## src/rtl/wrr_cfg_loader_pkg.sv

```systemverilog
// -----------------------------------------------------------------------------
// wrr_cfg_loader_pkg
// Shared definitions for the WRR arbiter configuration loader:
//   - table geometry (4 virtual channels, 64 two-bit slots, byte-wide beats)
//   - virtual-channel slot IDs
//   - the plain round-robin reset table and reset weight
//   - the loader FSM state encoding and packed count types
// -----------------------------------------------------------------------------
package wrr_cfg_loader_pkg;

  localparam int NUM_VC         = 4;
  localparam int NUM_SLOTS      = 64;
  localparam int SLOT_W         = 2;
  localparam int BEAT_W         = 8;
  localparam int SLOTS_PER_BEAT = BEAT_W / SLOT_W;
  localparam int TABLE_W        = NUM_SLOTS * SLOT_W;
  localparam int CNT_W          = 7;   // holds 0..64

  localparam logic [SLOT_W-1:0] VCHANEL0 = 2'b00;
  localparam logic [SLOT_W-1:0] VCHANEL1 = 2'b01;
  localparam logic [SLOT_W-1:0] VCHANEL2 = 2'b10;
  localparam logic [SLOT_W-1:0] VCHANEL3 = 2'b11;

  // Slot i = i mod 4: plain round-robin, every channel gets 16 slots.
  localparam logic [TABLE_W-1:0] WRR_RESET_TABLE  = {16{8'hE4}};
  localparam logic [CNT_W-1:0]   WRR_RESET_WEIGHT = 7'd16;

  typedef enum logic [2:0] {
    ST_IDLE   = 3'd0,
    ST_LOAD   = 3'd1,
    ST_CHECK  = 3'd2,
    ST_COMMIT = 3'd3,
    ST_ERR    = 3'd4
  } state_t;

  // Per-channel slot counts of a single beat (0..4 each).
  typedef logic [NUM_VC-1:0][2:0]       beat_cnt_t;
  // Per-channel slot counts of a whole table (0..64 each).
  typedef logic [NUM_VC-1:0][CNT_W-1:0] vc_cnt_t;

endpackage

```

## src/rtl/wrr_cfg_loader_beat_counter.sv

```systemverilog
// -----------------------------------------------------------------------------
// wrr_beat_counter
// Combinational: counts how many of the four 2-bit slot IDs in one config
// beat belong to each virtual channel.
//   beat   in  8     four slot IDs, bits [1:0] = lowest slot
//   counts out 4x3   counts[v] = number of slots equal to channel v (0..4)
// -----------------------------------------------------------------------------
module wrr_beat_counter
  import wrr_cfg_loader_pkg::*;
(
  input  logic [BEAT_W-1:0] beat,
  output beat_cnt_t         counts
);

  function automatic logic [2:0] hits(input logic [BEAT_W-1:0] b,
                                      input logic [SLOT_W-1:0] id);
    logic [2:0] n;
    n = '0;
    for (int s = 0; s < SLOTS_PER_BEAT; s++) begin
      if (b[s*SLOT_W +: SLOT_W] == id) n = n + 3'd1;
    end
    return n;
  endfunction

  always_comb begin
    counts[0] = hits(beat, VCHANEL0);
    counts[1] = hits(beat, VCHANEL1);
    counts[2] = hits(beat, VCHANEL2);
    counts[3] = hits(beat, VCHANEL3);
  end

endmodule

```

## src/rtl/wrr_cfg_loader.sv

```systemverilog
// -----------------------------------------------------------------------------
// wrr_cfg_loader
// Builds a new 64-slot WRR priority table from byte-wide config beats in a
// shadow register, verifies every channel owns at least one slot, then commits
// it to the arbiter table bus with a one-cycle init pulse.
//   clk0            in   clock, all logic on posedge
//   rst             in   synchronous active-high reset (priority over enb)
//   enb             in   global enable; low = FSM and registers hold
//   cfg_start       in   begin / restart a table load
//   cfg_valid       in   cfg_data beat valid
//   cfg_data        in   four 2-bit slot IDs per beat
//   cfg_ready       out  loader accepts a beat this cycle
//   table_out       out  committed table, slot i = bits [2i+1:2i]
//   init            out  one-cycle arbiter reload pulse
//   busy            out  FSM not in IDLE
//   cfg_err         out  last load was rejected
//   weight_vc0..3   out  per-channel slot counts of the committed table
// -----------------------------------------------------------------------------
module wrr_cfg_loader
  import wrr_cfg_loader_pkg::*;
#(
  parameter int BEATS          = 16,
  parameter bit REQUIRE_ALL_VC = 1'b1
) (
  input  logic               clk0,
  input  logic               rst,
  input  logic               enb,
  input  logic               cfg_start,
  input  logic               cfg_valid,
  input  logic [BEAT_W-1:0]  cfg_data,
  output logic               cfg_ready,
  output logic [TABLE_W-1:0] table_out,
  output logic               init,
  output logic               busy,
  output logic               cfg_err,
  output logic [CNT_W-1:0]   weight_vc0,
  output logic [CNT_W-1:0]   weight_vc1,
  output logic [CNT_W-1:0]   weight_vc2,
  output logic [CNT_W-1:0]   weight_vc3
);

  localparam int KW = $clog2(BEATS);

  state_t             state, state_nxt;
  logic [KW-1:0]      beat_idx;
  logic [TABLE_W-1:0] shadow;
  vc_cnt_t            shadow_cnt;
  beat_cnt_t          beat_cnt;

  logic start_acc, hs, last_beat, any_zero;
  logic init_d, cfg_err_d, busy_d, cfg_ready_d;

  wrr_beat_counter u_beat_counter (
    .beat   (cfg_data),
    .counts (beat_cnt)
  );

  // A start is only honoured in IDLE or LOAD; a start in LOAD wins over the
  // beat presented in the same cycle, which is dropped.
  assign start_acc = enb & cfg_start & ((state == ST_IDLE) | (state == ST_LOAD));
  assign hs        = enb & cfg_valid & cfg_ready & ~cfg_start;
  assign last_beat = hs & (beat_idx == KW'(BEATS - 1));

  always_comb begin
    // NOTE: every always_comb output gets a default first so no path leaves
    // it unassigned, which would otherwise infer a latch.
    any_zero = 1'b0;
    for (int v = 0; v < NUM_VC; v++) begin
      if (shadow_cnt[v] == '0) any_zero = 1'b1;
    end
  end

  // ---------------- FSM: state register ----------------
  always_ff @(posedge clk0) begin
    // NOTE: sequential state uses non-blocking assignments so every register
    // samples pre-edge values regardless of block ordering.
    if (rst) state <= ST_IDLE;
    else     state <= state_nxt;
  end

  // ---------------- FSM: next state ----------------
  always_comb begin
    state_nxt = state;
    if (enb) begin
      unique case (state)
        ST_IDLE:   if (cfg_start) state_nxt = ST_LOAD;
        ST_LOAD:   if (cfg_start)      state_nxt = ST_LOAD;
                   else if (last_beat) state_nxt = ST_CHECK;
        ST_CHECK:  state_nxt = (REQUIRE_ALL_VC && any_zero) ? ST_ERR : ST_COMMIT;
        ST_COMMIT: state_nxt = ST_IDLE;
        ST_ERR:    state_nxt = ST_IDLE;
        default:   state_nxt = ST_IDLE;
      endcase
    end
  end

  // ---------------- FSM: outputs ----------------
  // Outputs are registered from next-state decode so they line up with the
  // state they describe. init fires on the CHECK->COMMIT transition only, so
  // with enb low it simply waits and can never repeat.
  always_comb begin
    init_d      = (state == ST_CHECK) && (state_nxt == ST_COMMIT);
    busy_d      = (state_nxt != ST_IDLE);
    cfg_ready_d = (state_nxt == ST_LOAD);
    cfg_err_d   = cfg_err;
    if (start_acc)                                 cfg_err_d = 1'b0;
    if ((state == ST_CHECK) && (state_nxt == ST_ERR)) cfg_err_d = 1'b1;
    if (init_d)                                    cfg_err_d = 1'b0;
  end

  // ---------------- datapath and output registers ----------------
  always_ff @(posedge clk0) begin
    if (rst) begin
      cfg_ready  <= 1'b0;
      busy       <= 1'b0;
      init       <= 1'b0;
      cfg_err    <= 1'b0;
      table_out  <= WRR_RESET_TABLE;
      weight_vc0 <= WRR_RESET_WEIGHT;
      weight_vc1 <= WRR_RESET_WEIGHT;
      weight_vc2 <= WRR_RESET_WEIGHT;
      weight_vc3 <= WRR_RESET_WEIGHT;
      beat_idx   <= '0;
      shadow_cnt <= '0;
    end else begin
      cfg_ready <= cfg_ready_d;
      busy      <= busy_d;
      init      <= init_d;
      cfg_err   <= cfg_err_d;

      if (start_acc) begin
        beat_idx   <= '0;
        shadow_cnt <= '0;
      end else if (hs) begin
        beat_idx <= beat_idx + KW'(1);
        for (int v = 0; v < NUM_VC; v++) begin
          shadow_cnt[v] <= shadow_cnt[v] + CNT_W'(beat_cnt[v]);
        end
      end

      if (init_d) begin
        table_out  <= shadow;
        weight_vc0 <= shadow_cnt[0];
        weight_vc1 <= shadow_cnt[1];
        weight_vc2 <= shadow_cnt[2];
        weight_vc3 <= shadow_cnt[3];
      end
    end
  end

  // NOTE: the shadow table has no reset: all BEATS entries are rewritten
  // before any commit can read it, so its contents out of reset are irrelevant.
  always_ff @(posedge clk0) begin
    if (hs) shadow[int'(beat_idx)*BEAT_W +: BEAT_W] <= cfg_data;
  end

endmodule

```

## config.mk

```make
export PLATFORM = sky130hd
export DESIGN_NAME = wrr_cfg_loader
export DESIGN_NICKNAME = d
export VERILOG_FILES = /design/src/rtl/wrr_cfg_loader_pkg.sv /design/src/rtl/wrr_cfg_loader_beat_counter.sv /design/src/rtl/wrr_cfg_loader.sv
export SDC_FILE = /design/constraint.sdc
export NUM_CORES = 1
export LEC_CHECK = 0
export CAP_MARGIN = 30
export CORE_MARGIN = 1.5
export CORE_UTILIZATION = 32
export DETAILED_ROUTE_END_ITERATION = 6
export GPL_TIMING_DRIVEN = 0
export PLACE_DENSITY = 0.57
export SYNTH_ARGS = -nofsm -noshare
export SYNTH_HDL_FRONTEND = slang
export SYNTH_SLANG_ARGS = --single-unit
```

## constraint.sdc

```tcl
create_clock -name clk0 -period 6.59 [get_ports clk0]
set_input_delay 1.977 -clock clk0 [delete_from_list [all_inputs] [get_ports clk0]]
set_output_delay 1.977 -clock clk0 [all_outputs]
set_load 0.005 [all_outputs]
```

==> summary.md <==
| Metric | Value |
|---|---|
| Drt total wl | 41,120 microns |
| Post-Place Cells | 2,180 |
| Fillers | 4,402 |
| Vias in the first global route | 10.47k |
| PwrDens | 231.4 mW/mm^2 |
| CTS tree | yes |
| Max-Slew Margin vs Limit | 31.97% |
| Setup violations, final | 0 |
| First-pass GRT wire length | 62,000 microns |
| Share of cells above drive strength 1 | 9.909% |
| Root buf cell | clkbuf_16 |
| Core Box Area | 0.04412 sq mm |
| Pleak | 6.303 nW |
| CP Class | input port to flip-flop |
| Fin Setup TNS | 0 ps |
| Post-CTS setup buffer count | 0 |
| Slew Viols, Final | 0 |
| Post-Syn Nets | 1,458 |
| Fin. Hold Viols | 0 |
| Final worst slack | 1262 ps |
| CP Data Required Time | 6990 ps |
| Post-synth EDFFs | 128 |
| Status | complete, no violations |
| Register area | 0.007747 sq mm |
| DR vias | 10.53k |
| Area after DPL | 0.01681 sq mm |
| Cells on Worst Hold Path | 2 |
| CTS Buf Count | 37 |
| Port buffer count | 171 |
| Synthesized cell area | 0.01431 sq mm |
| Design area | 0.01794 sq mm |
| Crit end category | flip-flop |
| Peak supply drop | 0.0001284 V |
| Ys flop type | dfxtp_1 |
| Achievable frequency | 0.1877 GHz |
| Final net count | 1,672 |
| Max Cap Viol | 0 |
| Placement Rows | 77 |
| Crit path max fanout | 10 |
| Longest Clk Path Bufs | 3 |
| I/O Pins | 173 |
| GRT Residual Overflow | 0 |
| Starting Density | 32.43% |
| Insertion delay to the later sink of the worst-skew pair | 530 ps |
| Pin slew with the least headroom to its limit | 1020 ps |
| Antenna-violating nets left | 0 |
| Clk pin slew, worst setup/hold paths | 60 ps |
| CTS resizes | 0 |
| Area Growth Syn to Fin | 25.37% |
| WL/cell | 18.28 microns |
| Routability congestion estimate | 0.8038 |
| Final Non-Filler Cells | 2,249 |
| Dpl hpwl | 30,000 microns |
| 1st-iter DRT viols | 602 |
| FF-to-FF path depth | 7 |
| Die width | 214.5 microns |
| Syn Area/Cell | 10.13 sq um |
| Worst Hold Class | flip-flop to flip-flop |
| Initial antenna violation count | 0 |
| Yosys reg bits | 323 |
| Synthesized instance count | 1,413 |
| Synth cell types | 45 |
| Vias/cell | 4.680 |
| Residual DRC | 0 |
| Final period utilization | 80.85% |
| H-tree depth | 2 |
| Hold Worst Slack | 499.1 ps |
| Worst R2R Setup Slack | 3410 ps |
| Die height | 214.5 microns |
| Arrival time worst endpoint | 5730 ps |
| Multi-input logic area | 0.005982 sq mm |
| GRT Overall Usage | 17.70% |
| # hold bufs at CTS | 0 |
| 1st-pass router iterations | 5 |
| CP startpoint kind | input port |
| Clock skew | 26.66 ps |
| Unrepaired setup endpoints after global routing | false |
| DIE AREA | 0.04600 sq mm |
| Final min period | 5328 ps |
| Sequential element share of the synthesized area | 54.14% |
| Share of synthesized flip-flops with an asynchronous set or reset | 0% |
| Pre-CTS WS | 745.6 ps |
| Synth Warn # | 0 |
| Num Clock Sinks | 323 |
| Largest net degree at the start of global routing | 14 |
## kinds of logic after synthesis
family          count (synthesis)  share of synthesized area [%]
fa+ha+maj                      32                          3.008
buf+inv                       110                          4.057
xor+xnor                       31                          1.897
simple gates                  618                          21.47
mux                            74                          5.211
compound gates                225                          10.21
flops                         323                          54.14
## metrics by stage
| step | utilization [%] | total power, mW |
|---|---|---|
| after floorplan | - | 2.205 |
| after global placement | 37.99 | 2.265 |
| after detailed placement | 38.11 | 2.270 |
| after CTS | 40.65 | 4.197 |
| after global routing | 40.65 | 4.279 |
| final | 40.66 | 4.152 |
## registers in the layout, summed over array words and instances (netlist names), 3 cells and up
signal	count
weight_vc0	7
weight_vc3	7
beat_idx	4
shadow_cnt	28
state	3
weight_vc2	7
weight_vc1	7
shadow	128
table_out	128
## placed cells by master (no fill, tap or decap), types with 3 or more instances in the layout
master,instances
nor2_1,253
dfxtp_1,195
clkdlybuf4s50_1,171
edfxtp_1,128
o21ai_0,107
nand2b_1,98
nor2b_1,90
clkbuf_1,87
o21ai_2,77
mux2i_1,70
and2_1,67
nand2_1,66
clkbuf_16,37
ha_1,28
a21oi_1,24
xnor2_1,16
xor2_1,15
inv_1,12
nor3_1,8
clkinv_2,8
nand4_1,7
buf_12,7
nand3_1,6
or4_1,6
nor4_1,5
or3_1,5
a211oi_1,5
clkbuf_8,5
mux2_2,4
buf_1,4
buf_8,4
buf_6,4
buf_2,4
a21o_1,4
fa_1,4
buf_4,3
inv_6,3
## power breakdown
group	leakage (nW)	switching [mW]	internal, mW
sequential	2.96	0.00308	2.07
clock	0.552	0.825	1.10
combinational	2.79	0.105	0.0534
## worst paths after layout
path,startpoint,end
setup / recovery,cfg_data[2],shadow_cnt[26]$_SDFFE_PP0P_
hold / removal,shadow[48]$_DFFE_PP_,table_out[48]$_SDFFE_PP0P_
setup reg to reg,beat_idx[0]$_SDFFE_PP0P_,shadow[112]$_DFFE_PP_
hold reg to reg,shadow[48]$_DFFE_PP_,table_out[48]$_SDFFE_PP0P_
## cell usage after synthesis, types with 2 or more instances
| cell | n | area [sq um] |
|---|---|---|
| buf_8 | 2 | 30.03 |
| ha_1 | 28 | 350.3 |
| nor2b_1 | 90 | 563.0 |
| o21ai_2 | 77 | 674.4 |
| fa_1 | 4 | 80.08 |
| or4_1 | 6 | 45.04 |
| a31oi_1 | 2 | 12.51 |
| inv_1 | 12 | 45.04 |
| buf_4 | 3 | 22.52 |
| clkbuf_1 | 76 | 285.3 |
| edfxtp_1 | 128 | 3844 |
| a21o_1 | 4 | 30.03 |
| buf_1 | 4 | 15.01 |
| buf_12 | 7 | 140.1 |
| nand4_1 | 7 | 43.79 |
| mux2i_1 | 70 | 700.7 |
| nor4_1 | 5 | 31.28 |
| mux2_2 | 4 | 45.04 |
| nand3_1 | 6 | 30.03 |
| buf_6 | 2 | 22.52 |
| dfxtp_1 | 195 | 3904 |
| xnor2_1 | 16 | 140.1 |
| and2_1 | 67 | 419.2 |
| o21ai_0 | 107 | 535.5 |
| xor2_1 | 15 | 131.4 |
| buf_2 | 4 | 20.02 |
| nor3_1 | 8 | 40.04 |
| nand2_1 | 66 | 247.7 |
| nor2_1 | 253 | 949.7 |
| nand2b_1 | 98 | 613.1 |
| or2_2 | 2 | 12.51 |
| or3_1 | 5 | 31.28 |
| a211oi_1 | 5 | 37.54 |
| a21oi_1 | 24 | 120.1 |
## cell type report
cell class	instances	share of cell area, %
Tap cell	592	4.129
Sequential cell	323	43.18
Antenna cell	2	0.02790
Clock inverter	14	0.4742
Buffer	98	2.985
Clock buffer	53	5.774
Timing Repair Buffer	175	9.833
Inverter	12	0.2511
Multi-Input combinational cell	980	33.34
## routing by layer
metal | vias to the layer above | GRT usage [%] | wire, microns
met2 | 269 | 29.03 | 19030
li1 | 5182 | - | -
met3 | 63 | 2.879 | 2179
met1 | 5011 | 24.03 | 18930
met4 | 0 | 5.094 | 982
met5 | - | 0 | 0
## worst max-delay path, stage by stage
cell and delay (ps):
clkdlybuf4s50_1 620, clkbuf_1 800, nand2_1 180, inv_1 90
ha_1 250, xnor2_1 250, ha_1 270, mux2_2 290
ha_1 270, a21o_1 170, a21oi_1 230, nor3_1 100
xnor2_1 160, nor2_1 50
Power figures use the tool's default switching activity.
